$ cat src/rtl/vga_pkg.sv
// VGA timing constants, stream record and draw_rect defaults shared by the pixel pipeline.
// 800x600 visible area inside a 1056x628 total raster.
package vga_pkg;
  localparam int HOR_PIXELS  = 800;
  localparam int VER_PIXELS  = 600;
  localparam int HOR_TOT_PIX = 1056;
  localparam int VER_TOT_PIX = 628;
  localparam int RGB_W       = 12;
  localparam int CNT_W       = 11;

  localparam int               RECT_W_DEF     = 48;
  localparam int               RECT_H_DEF     = 64;
  localparam logic [RGB_W-1:0] RECT_COLOR_DEF = 12'hF80;

  typedef struct packed {
    logic [CNT_W-1:0] hcount;
    logic [CNT_W-1:0] vcount;
    logic             hblnk;
    logic             vblnk;
    logic             hsync;
    logic             vsync;
    logic [RGB_W-1:0] rgb;
  } vga_t;

  typedef enum logic {
    SHADOW_EMPTY = 1'b0,
    SHADOW_FULL  = 1'b1
  } shadow_state_e;
endpackage

$ cat src/rtl/vga_if.sv
// VGA timing + colour stream passed between draw stages; no flow control, one pixel per clk.
interface vga_if;
  import vga_pkg::*;

  logic [CNT_W-1:0] hcount;
  logic [CNT_W-1:0] vcount;
  logic             hblnk;
  logic             vblnk;
  logic             hsync;
  logic             vsync;
  logic [RGB_W-1:0] rgb;

  modport in  (input  hcount, vcount, hblnk, vblnk, hsync, vsync, rgb);
  modport out (output hcount, vcount, hblnk, vblnk, hsync, vsync, rgb);
endinterface

$ cat src/rtl/vga_delay.sv
// Generic register pipeline for a vga_if stream: DEPTH clk latency on every field, no backpressure.
module vga_delay
  import vga_pkg::*;
#(
  parameter int DEPTH = 2
) (
  input  logic clk,
  input  logic rst,
  vga_if.in    in,
  vga_if.out   out
);
  vga_t r_pipe [DEPTH];
  vga_t w_in;

  assign w_in = {in.hcount, in.vcount, in.hblnk, in.vblnk, in.hsync, in.vsync, in.rgb};

  always_ff @(posedge clk or posedge rst) begin
    if (rst) begin
      for (int i = 0; i < DEPTH; i++) r_pipe[i] <= '0;
    end else begin
      r_pipe[0] <= w_in;
      for (int i = 1; i < DEPTH; i++) r_pipe[i] <= r_pipe[i-1];
    end
  end

  assign out.hcount = r_pipe[DEPTH-1].hcount;
  assign out.vcount = r_pipe[DEPTH-1].vcount;
  assign out.hblnk  = r_pipe[DEPTH-1].hblnk;
  assign out.vblnk  = r_pipe[DEPTH-1].vblnk;
  assign out.hsync  = r_pipe[DEPTH-1].hsync;
  assign out.vsync  = r_pipe[DEPTH-1].vsync;
  assign out.rgb    = r_pipe[DEPTH-1].rgb;
endmodule

$ cat src/rtl/draw_rect.sv
// Overlays a fixed-size solid rectangle on the vga stream; 2 clk latency on every field.
// Position arrives on valid/ready into a one-deep shadow, applied only at the frame boundary.
module draw_rect
  import vga_pkg::*;
#(
  parameter int               RECT_W     = RECT_W_DEF,
  parameter int               RECT_H     = RECT_H_DEF,
  parameter logic [RGB_W-1:0] RECT_COLOR = RECT_COLOR_DEF,
  parameter logic [CNT_W-1:0] XPOS_INIT  = '0,
  parameter logic [CNT_W-1:0] YPOS_INIT  = '0
) (
  input  logic             clk,
  input  logic             rst,
  vga_if.in                in,
  vga_if.out               out,
  input  logic [CNT_W-1:0] xpos,
  input  logic [CNT_W-1:0] ypos,
  input  logic             pos_valid,
  output logic             pos_ready
);
  localparam int XW = CNT_W + 1;

  vga_if w_s1 ();
  vga_if w_s2 ();

  shadow_state_e    r_state, w_state_nxt;
  logic [CNT_W-1:0] r_ax, r_ay, r_sx, r_sy;
  logic             r_hit, w_hit, w_fe, w_take, w_apply;
  logic [XW-1:0]    w_x_end, w_y_end;

  // Ends are one bit wider so a rectangle near the right/bottom edge clips rather than wraps.
  assign w_x_end = {1'b0, r_ax} + XW'(RECT_W);
  assign w_y_end = {1'b0, r_ay} + XW'(RECT_H);
  assign w_hit   = (in.hcount >= r_ax) && ({1'b0, in.hcount} < w_x_end) &&
                   (in.vcount >= r_ay) && ({1'b0, in.vcount} < w_y_end) &&
                   !in.hblnk && !in.vblnk;
  assign w_fe    = (in.hcount == CNT_W'(HOR_TOT_PIX - 1)) &&
                   (in.vcount == CNT_W'(VER_TOT_PIX - 1));

  vga_delay #(.DEPTH(1)) u_stage1 (.clk(clk), .rst(rst), .in(in), .out(w_s1));

  always_ff @(posedge clk or posedge rst) begin
    if (rst) r_hit <= 1'b0;
    else     r_hit <= w_hit;
  end

  assign w_s2.hcount = w_s1.hcount;
  assign w_s2.vcount = w_s1.vcount;
  assign w_s2.hblnk  = w_s1.hblnk;
  assign w_s2.vblnk  = w_s1.vblnk;
  assign w_s2.hsync  = w_s1.hsync;
  assign w_s2.vsync  = w_s1.vsync;
  assign w_s2.rgb    = r_hit ? RECT_COLOR : w_s1.rgb;

  vga_delay #(.DEPTH(1)) u_stage2 (.clk(clk), .rst(rst), .in(w_s2), .out(out));

  always_comb begin
    w_state_nxt = r_state;
    w_take      = 1'b0;
    w_apply     = 1'b0;
    case (r_state)
      SHADOW_EMPTY: if (pos_valid) begin
        w_take      = 1'b1;
        w_state_nxt = SHADOW_FULL;
      end
      SHADOW_FULL: if (w_fe) begin
        w_apply     = 1'b1;
        w_state_nxt = SHADOW_EMPTY;
      end
      default: w_state_nxt = SHADOW_EMPTY;
    endcase
  end

  always_ff @(posedge clk or posedge rst) begin
    if (rst) begin
      r_state <= SHADOW_EMPTY;
      r_ax    <= XPOS_INIT;
      r_ay    <= YPOS_INIT;
      r_sx    <= '0;
      r_sy    <= '0;
    end else begin
      r_state <= w_state_nxt;
      if (w_take) begin
        r_sx <= xpos;
        r_sy <= ypos;
      end
      if (w_apply) begin
        r_ax <= r_sx;
        r_ay <= r_sy;
      end
    end
  end

  assign pos_ready = (r_state == SHADOW_EMPTY);
endmodule

$ cat src/flat_wrapper.sv
// flat-port wrapper written by rule: the top's interface ports become plain ports
module draw_rect_flat import vga_pkg::*;
#(
  parameter int               RECT_W     = RECT_W_DEF,
  parameter int               RECT_H     = RECT_H_DEF,
  parameter logic [RGB_W-1:0] RECT_COLOR = RECT_COLOR_DEF,
  parameter logic [CNT_W-1:0] XPOS_INIT  = '0,
  parameter logic [CNT_W-1:0] YPOS_INIT  = '0
)
  (clk, rst, xpos, ypos, pos_valid, pos_ready, in_hcount, in_vcount, in_hblnk, in_vblnk, in_hsync, in_vsync, in_rgb, out_hcount, out_vcount, out_hblnk, out_vblnk, out_hsync, out_vsync, out_rgb);
  vga_if in_i ();
  vga_if out_i ();
  input  logic clk;
  input  logic rst;
  input  logic [CNT_W-1:0] xpos;
  input  logic [CNT_W-1:0] ypos;
  input  logic pos_valid;
  output logic pos_ready;
  input wire logic [$bits(in_i.hcount)-1:0] in_hcount;
  input wire logic [$bits(in_i.vcount)-1:0] in_vcount;
  input wire logic [$bits(in_i.hblnk)-1:0] in_hblnk;
  input wire logic [$bits(in_i.vblnk)-1:0] in_vblnk;
  input wire logic [$bits(in_i.hsync)-1:0] in_hsync;
  input wire logic [$bits(in_i.vsync)-1:0] in_vsync;
  input wire logic [$bits(in_i.rgb)-1:0] in_rgb;
  output wire logic [$bits(out_i.hcount)-1:0] out_hcount;
  output wire logic [$bits(out_i.vcount)-1:0] out_vcount;
  output wire logic [$bits(out_i.hblnk)-1:0] out_hblnk;
  output wire logic [$bits(out_i.vblnk)-1:0] out_vblnk;
  output wire logic [$bits(out_i.hsync)-1:0] out_hsync;
  output wire logic [$bits(out_i.vsync)-1:0] out_vsync;
  output wire logic [$bits(out_i.rgb)-1:0] out_rgb;
  assign in_i.hcount = in_hcount;
  assign in_i.vcount = in_vcount;
  assign in_i.hblnk = in_hblnk;
  assign in_i.vblnk = in_vblnk;
  assign in_i.hsync = in_hsync;
  assign in_i.vsync = in_vsync;
  assign in_i.rgb = in_rgb;
  assign out_hcount = out_i.hcount;
  assign out_vcount = out_i.vcount;
  assign out_hblnk = out_i.hblnk;
  assign out_vblnk = out_i.vblnk;
  assign out_hsync = out_i.hsync;
  assign out_vsync = out_i.vsync;
  assign out_rgb = out_i.rgb;
  draw_rect #(.RECT_W(RECT_W), .RECT_H(RECT_H), .RECT_COLOR(RECT_COLOR), .XPOS_INIT(XPOS_INIT), .YPOS_INIT(YPOS_INIT)) u_core (.clk(clk), .rst(rst), .in(in_i), .out(out_i), .xpos(xpos), .ypos(ypos), .pos_valid(pos_valid), .pos_ready(pos_ready));
endmodule
$ cat config.mk
export PLATFORM = sky130hd
export DESIGN_NAME = draw_rect_flat
export DESIGN_NICKNAME = d
export VERILOG_FILES = /design/src/rtl/vga_pkg.sv /design/src/rtl/vga_if.sv /design/src/rtl/vga_delay.sv /design/src/rtl/draw_rect.sv /design/src/flat_wrapper.sv
export SDC_FILE = /design/constraint.sdc
export NUM_CORES = 1
export LEC_CHECK = 0
export CORE_UTILIZATION = 50
export DETAILED_ROUTE_END_ITERATION = 10
export PLACE_DENSITY = 0.8
export RECOVER_POWER = 100
export SLEW_MARGIN = 20
export SYNTH_ARGS = -nofsm -noshare
export SYNTH_HDL_FRONTEND = slang
export SYNTH_SLANG_ARGS = --single-unit
$ cat constraint.sdc
create_clock -name clk -period 4.6 [get_ports clk]
set_input_delay 0.46 -clock clk [delete_from_list [all_inputs] [get_ports clk]]
set_output_delay 0.46 -clock clk [all_outputs]
set_load 0.03 [all_outputs]
==> flow_summary.yaml <==
status:
  outcome: "finished with violations"
  violated_checks: "capacitance limit, slew limit"
floorplanning:
  core_region_um2: 9200
  die-width_um: 99.3
  fp.dieH_um: 99.3
  design.die.area_um2: 9850
  initial_core_util_pct: 51.4
  io_pins: 102
  num_rows: 35
power:
  vdd_ir_drop_max_v: 0.000210
  power_report.internal_total_w: 0.00199
  power.leakage_nw: 2.94
  seq_power_share_pct: 44.6
  power.density_nw_per_um2: 402
  clockPowerShare_pct: 47.8
  p_switching_w: 0.000586
  p_comb_share_pct: 7.6
  p_sw_share_pct: 22.7
synthesis:
  yosysTopAreaCell: "dfrtp_1"
  postSynthNetCount: 452
  yosys.area_share.adder_pct: 9.52
  synth_seq_area_share_pct: 64.6
  proportion_of_netlist_area_held_by_the_largest_area_contributor_pct: 64.6
  synth.cell_area_um2: 4730
  synth.area.top_cells: "dfrtp_1, ha_1, mux2_2, o21ai_0, inv_1"
  synth_enable_flop_cells: 0
  post_synth_xor_area_fraction_pct: 1.48
  synth_simple_gate_area_share_pct: 8.68
  synth-compound-area-share_pct: 7.17
  syn-mean-instance-area_um2: 13.4
  post_synth_num_cell_types: 37
  synth_top_family_by_area: "adder cells"
  netlist_instances: 353
  asyncSetResetFlopFracSynth_pct: 100
  synth.ff_latch_count: 122
  synthFlopType: "dfrtp_1"
  synth_warnings: 0
  mux_share_of_post_synthesis_cell_area_pct: 5.71
cells_and_area:
  syn_to_final_growth_pct: 35.8
  post_route_cells_drive_above_1_share_pct: 13.1
  final-instance-count-excl-fill: 593
  finish.net_count: 567
critical_path:
  crit_cells: 7
  largest_fanout_on_the_critical_path: 24
  rrSetupSlack_ns: 1.76
  crit_path_max_incr_delay_ns: 1.28
  critical_path_buf_inv_count: 2
  regToRegStartpoint: "u_core.r_state"
  critPathLaunch: "in_hcount[4]"
  critical_path_capture_point_type: "flip-flop"
  regToRegEndpoint: "u_core.r_ay[4]"
  worstSetupStartpointType: "input pin"
  worstPathCellList: "dlygate4sd3_1 -> nor4bb_1 -> nand4_1 -> nor4_2 -> clkbuf_1 -> nand2_1 -> o21ai_0"
  cp_slowest_cell: "nor4_2"
  critical_path_class: "in -> reg"
  rr_worst_depth: 5
  timing.critical_path.max_delay_family: "simple AND/OR/NAND/NOR gates"
  timing.critical_path.arrival_ns: 3.76
  worstSetupEndpoint: "u_core.r_ay[4]"
  critPathRequiredTime_ns: 5.01
routing:
  post_drt_via_cell_ratio: 5.21
  detailroute.via_count: 3087
  wl_um: 9330
  avgRoutedWirePerCell_um: 15.7
  initialDrtViolationCount: 88
  route.detailed.drc: 0
  detail-route-antenna-nets: 0
  iteration_count_of_the_initial_detailed_routing_pass: 4
clock_network:
  cts.reportedPaths.clkPinSlew_ns: 0.06
  tritoncts: "yes"
  cts.sinks: 122
  postCtsSetupRepairBufs: 0
  numCtsBuffers: 17
  hold_buffers: 0
  clock_latency_ns: 0.51
  clock_tree.htree_level_count: 4
  clock-root-buffer: "clkbuf_8"
  cts_max_path_buffers: 2
  ctsResizeCount: 0
timing:
  finalClockSkew_ns: 0.00978
  rsz_0062_raised_after_global_routing: "false"
  setup_viol_count_final: 0
  final.min_clock_period_ns: 3.35
  hold_viol: 0
  whs_ns: 0.343
  setup_total_negative_slack_ns: 0
  share_of_the_cycle_needed_by_the_critical_path_after_routing_pct: 72.8
  max-slew-margin-rel_pct: -69.3
  max_transition_viols_final: 109
  worst-slew-pin-transition_ns: 2.52
  fmax_ghz: 0.299
flow_run:
  max_cap_violations: 3
placed_design:
  dpl.hpwl_um: 6630
  gp_congestion: 0.933
  portBuffers: 101
  dp.cells: 560
grt:
  grt_first_pass_wirelength_um: 15400
  gr-total-overflow: 0
  grt_max_degree: 63
  grt_antenna_before_repair: 1
  grt_usage_pct: 20.7
  number_of_global_route_vias_before_repair: 3292
worst_hold_path:
  path_type_of_the_worst_min_delay_path: "reg -> reg"
## registers in the layout (all words and copies together), names as in the netlist, 11 cells and up
register / count
u_core.u_stage1.out.hcount: 11
u_core.u_stage1.out.vcount: 11
u_core.u_stage2.out.rgb: 12
u_core.r_sx: 11
u_core.r_ay: 11
u_core.r_ax: 11
u_core.u_stage2.out.hcount: 11
u_core.u_stage2.out.vcount: 11
u_core.r_sy: 11
u_core.u_stage1.out.rgb: 12
## cell type report
| type | count | area (µm²) |
|---|---|---|
| Fill cell | 624 | 2770 |
| Clock buffer | 17 | 414 |
| Inverter | 26 | 98.8 |
| Antenna cell | 2 | 5.00 |
| Clock inverter | 14 | 148 |
| Multi-Input combinational cell | 198 | 1530 |
| Tap cell | 111 | 139 |
| Sequential cell | 122 | 3050 |
| Timing Repair Buffer | 103 | 1030 |
## power by group through the flow
stage	Combinational (W)	Clock, W	Sequential, W
2_1_floorplan	0.0000617	0	0.00120
3_3_place_gp	0.000207	0	0.00117
3_5_place_dp	0.000211	0	0.00117
4_1_cts	0.000213	0.00125	0.00115
5_1_grt	0.000214	0.00131	0.00116
6_report	0.000197	0.00123	0.00115
## logic make-up (layout without fill, tap and decap cells)
kind of cell,Yosys count,count (layout)
buffers and inverters,33,160
muxes,24,24
and+or+nand+nor,75,75
xor gates and xnor gates,8,8
DFF,122,122
other,0,2
AOI/OAI and AO/OA,55,55
adders and majority gates,36,36
## synth_stat cells (4+ instances only)
cell type  instances
dfrtp_1          122
ha_1              36
inv_1             26
nand2_1           26
mux2_2            24
o21ai_0           21
nor2b_1           12
a21oi_1           11
nor2_1             8
xnor2_1            7
nand3_1            5
o211ai_1           5
or2_2              5
a211oi_1           4
nand4_1            4
## worst min path at each step
stage	startpoint	end	slack [ns]	depth (start not counted)
floorplan	u_core.u_stage1.out.hblnk	u_core.u_stage2.out.hblnk	0.33	0
global placement	u_core.u_stage1.out.hcount[6]	u_core.u_stage2.out.hcount[6]	0.33	0
detailed placement	u_core.u_stage1.out.hcount[4]	u_core.u_stage2.out.hcount[4]	0.33	0
CTS	u_core.u_stage1.out.vcount[5]	u_core.u_stage2.out.vcount[5]	0.34	0
global route	u_core.u_stage1.out.hcount[4]	u_core.u_stage2.out.hcount[4]	0.34	0
finish	u_core.u_stage1.out.hcount[4]	u_core.u_stage2.out.hcount[4]	0.34	0
## stage by stage
| step | setup WS [ns] | utilization [%] | power (W) | cell area, µm² |
|---|---|---|---|---|
| global placement | 1.77 | 63.9 | 0.00137 | 5870 |
| finish | 1.25 | 69.9 | 0.00258 | 6420 |
| detailed placement | 1.62 | 63.9 | 0.00138 | 5870 |
| CTS | 2.11 | 70.0 | 0.00262 | 6430 |
| global route | 1.04 | 69.8 | 0.00268 | 6420 |
| floorplan | 0.897 | - | 0.00126 | 4730 |
## cells in the final DEF, fill, tap and decap left out, types with 5 or more instances in the layout
master and n:
ha_1 36, nor2b_1 12, dlygate4sd3_1 78, nor2_1 8
nand2_1 26, inv_1 25, mux2_2 23, clkbuf_16 16
xnor2_1 7, dfrtp_1 122, o211ai_1 5, clkdlybuf4s50_1 23
or2_2 5, a21oi_1 11, nand3_1 5, o21ai_0 23
## per-layer routing
metal | routed length [µm] | vias up | GRT usage [%] | part of all wire [%]
met4 | 254 | 0 | 10.6 | 2.7
met2 | 4510 | 113 | 33.5 | 48
met5 | 0 | - | 0 | 0
met3 | 449 | 23 | 5.27 | 4.8
li1 | - | 1468 | - | -
met1 | 4120 | 1483 | 26.1 | 44
Note: power is estimated with default switching activity, not from simulation.
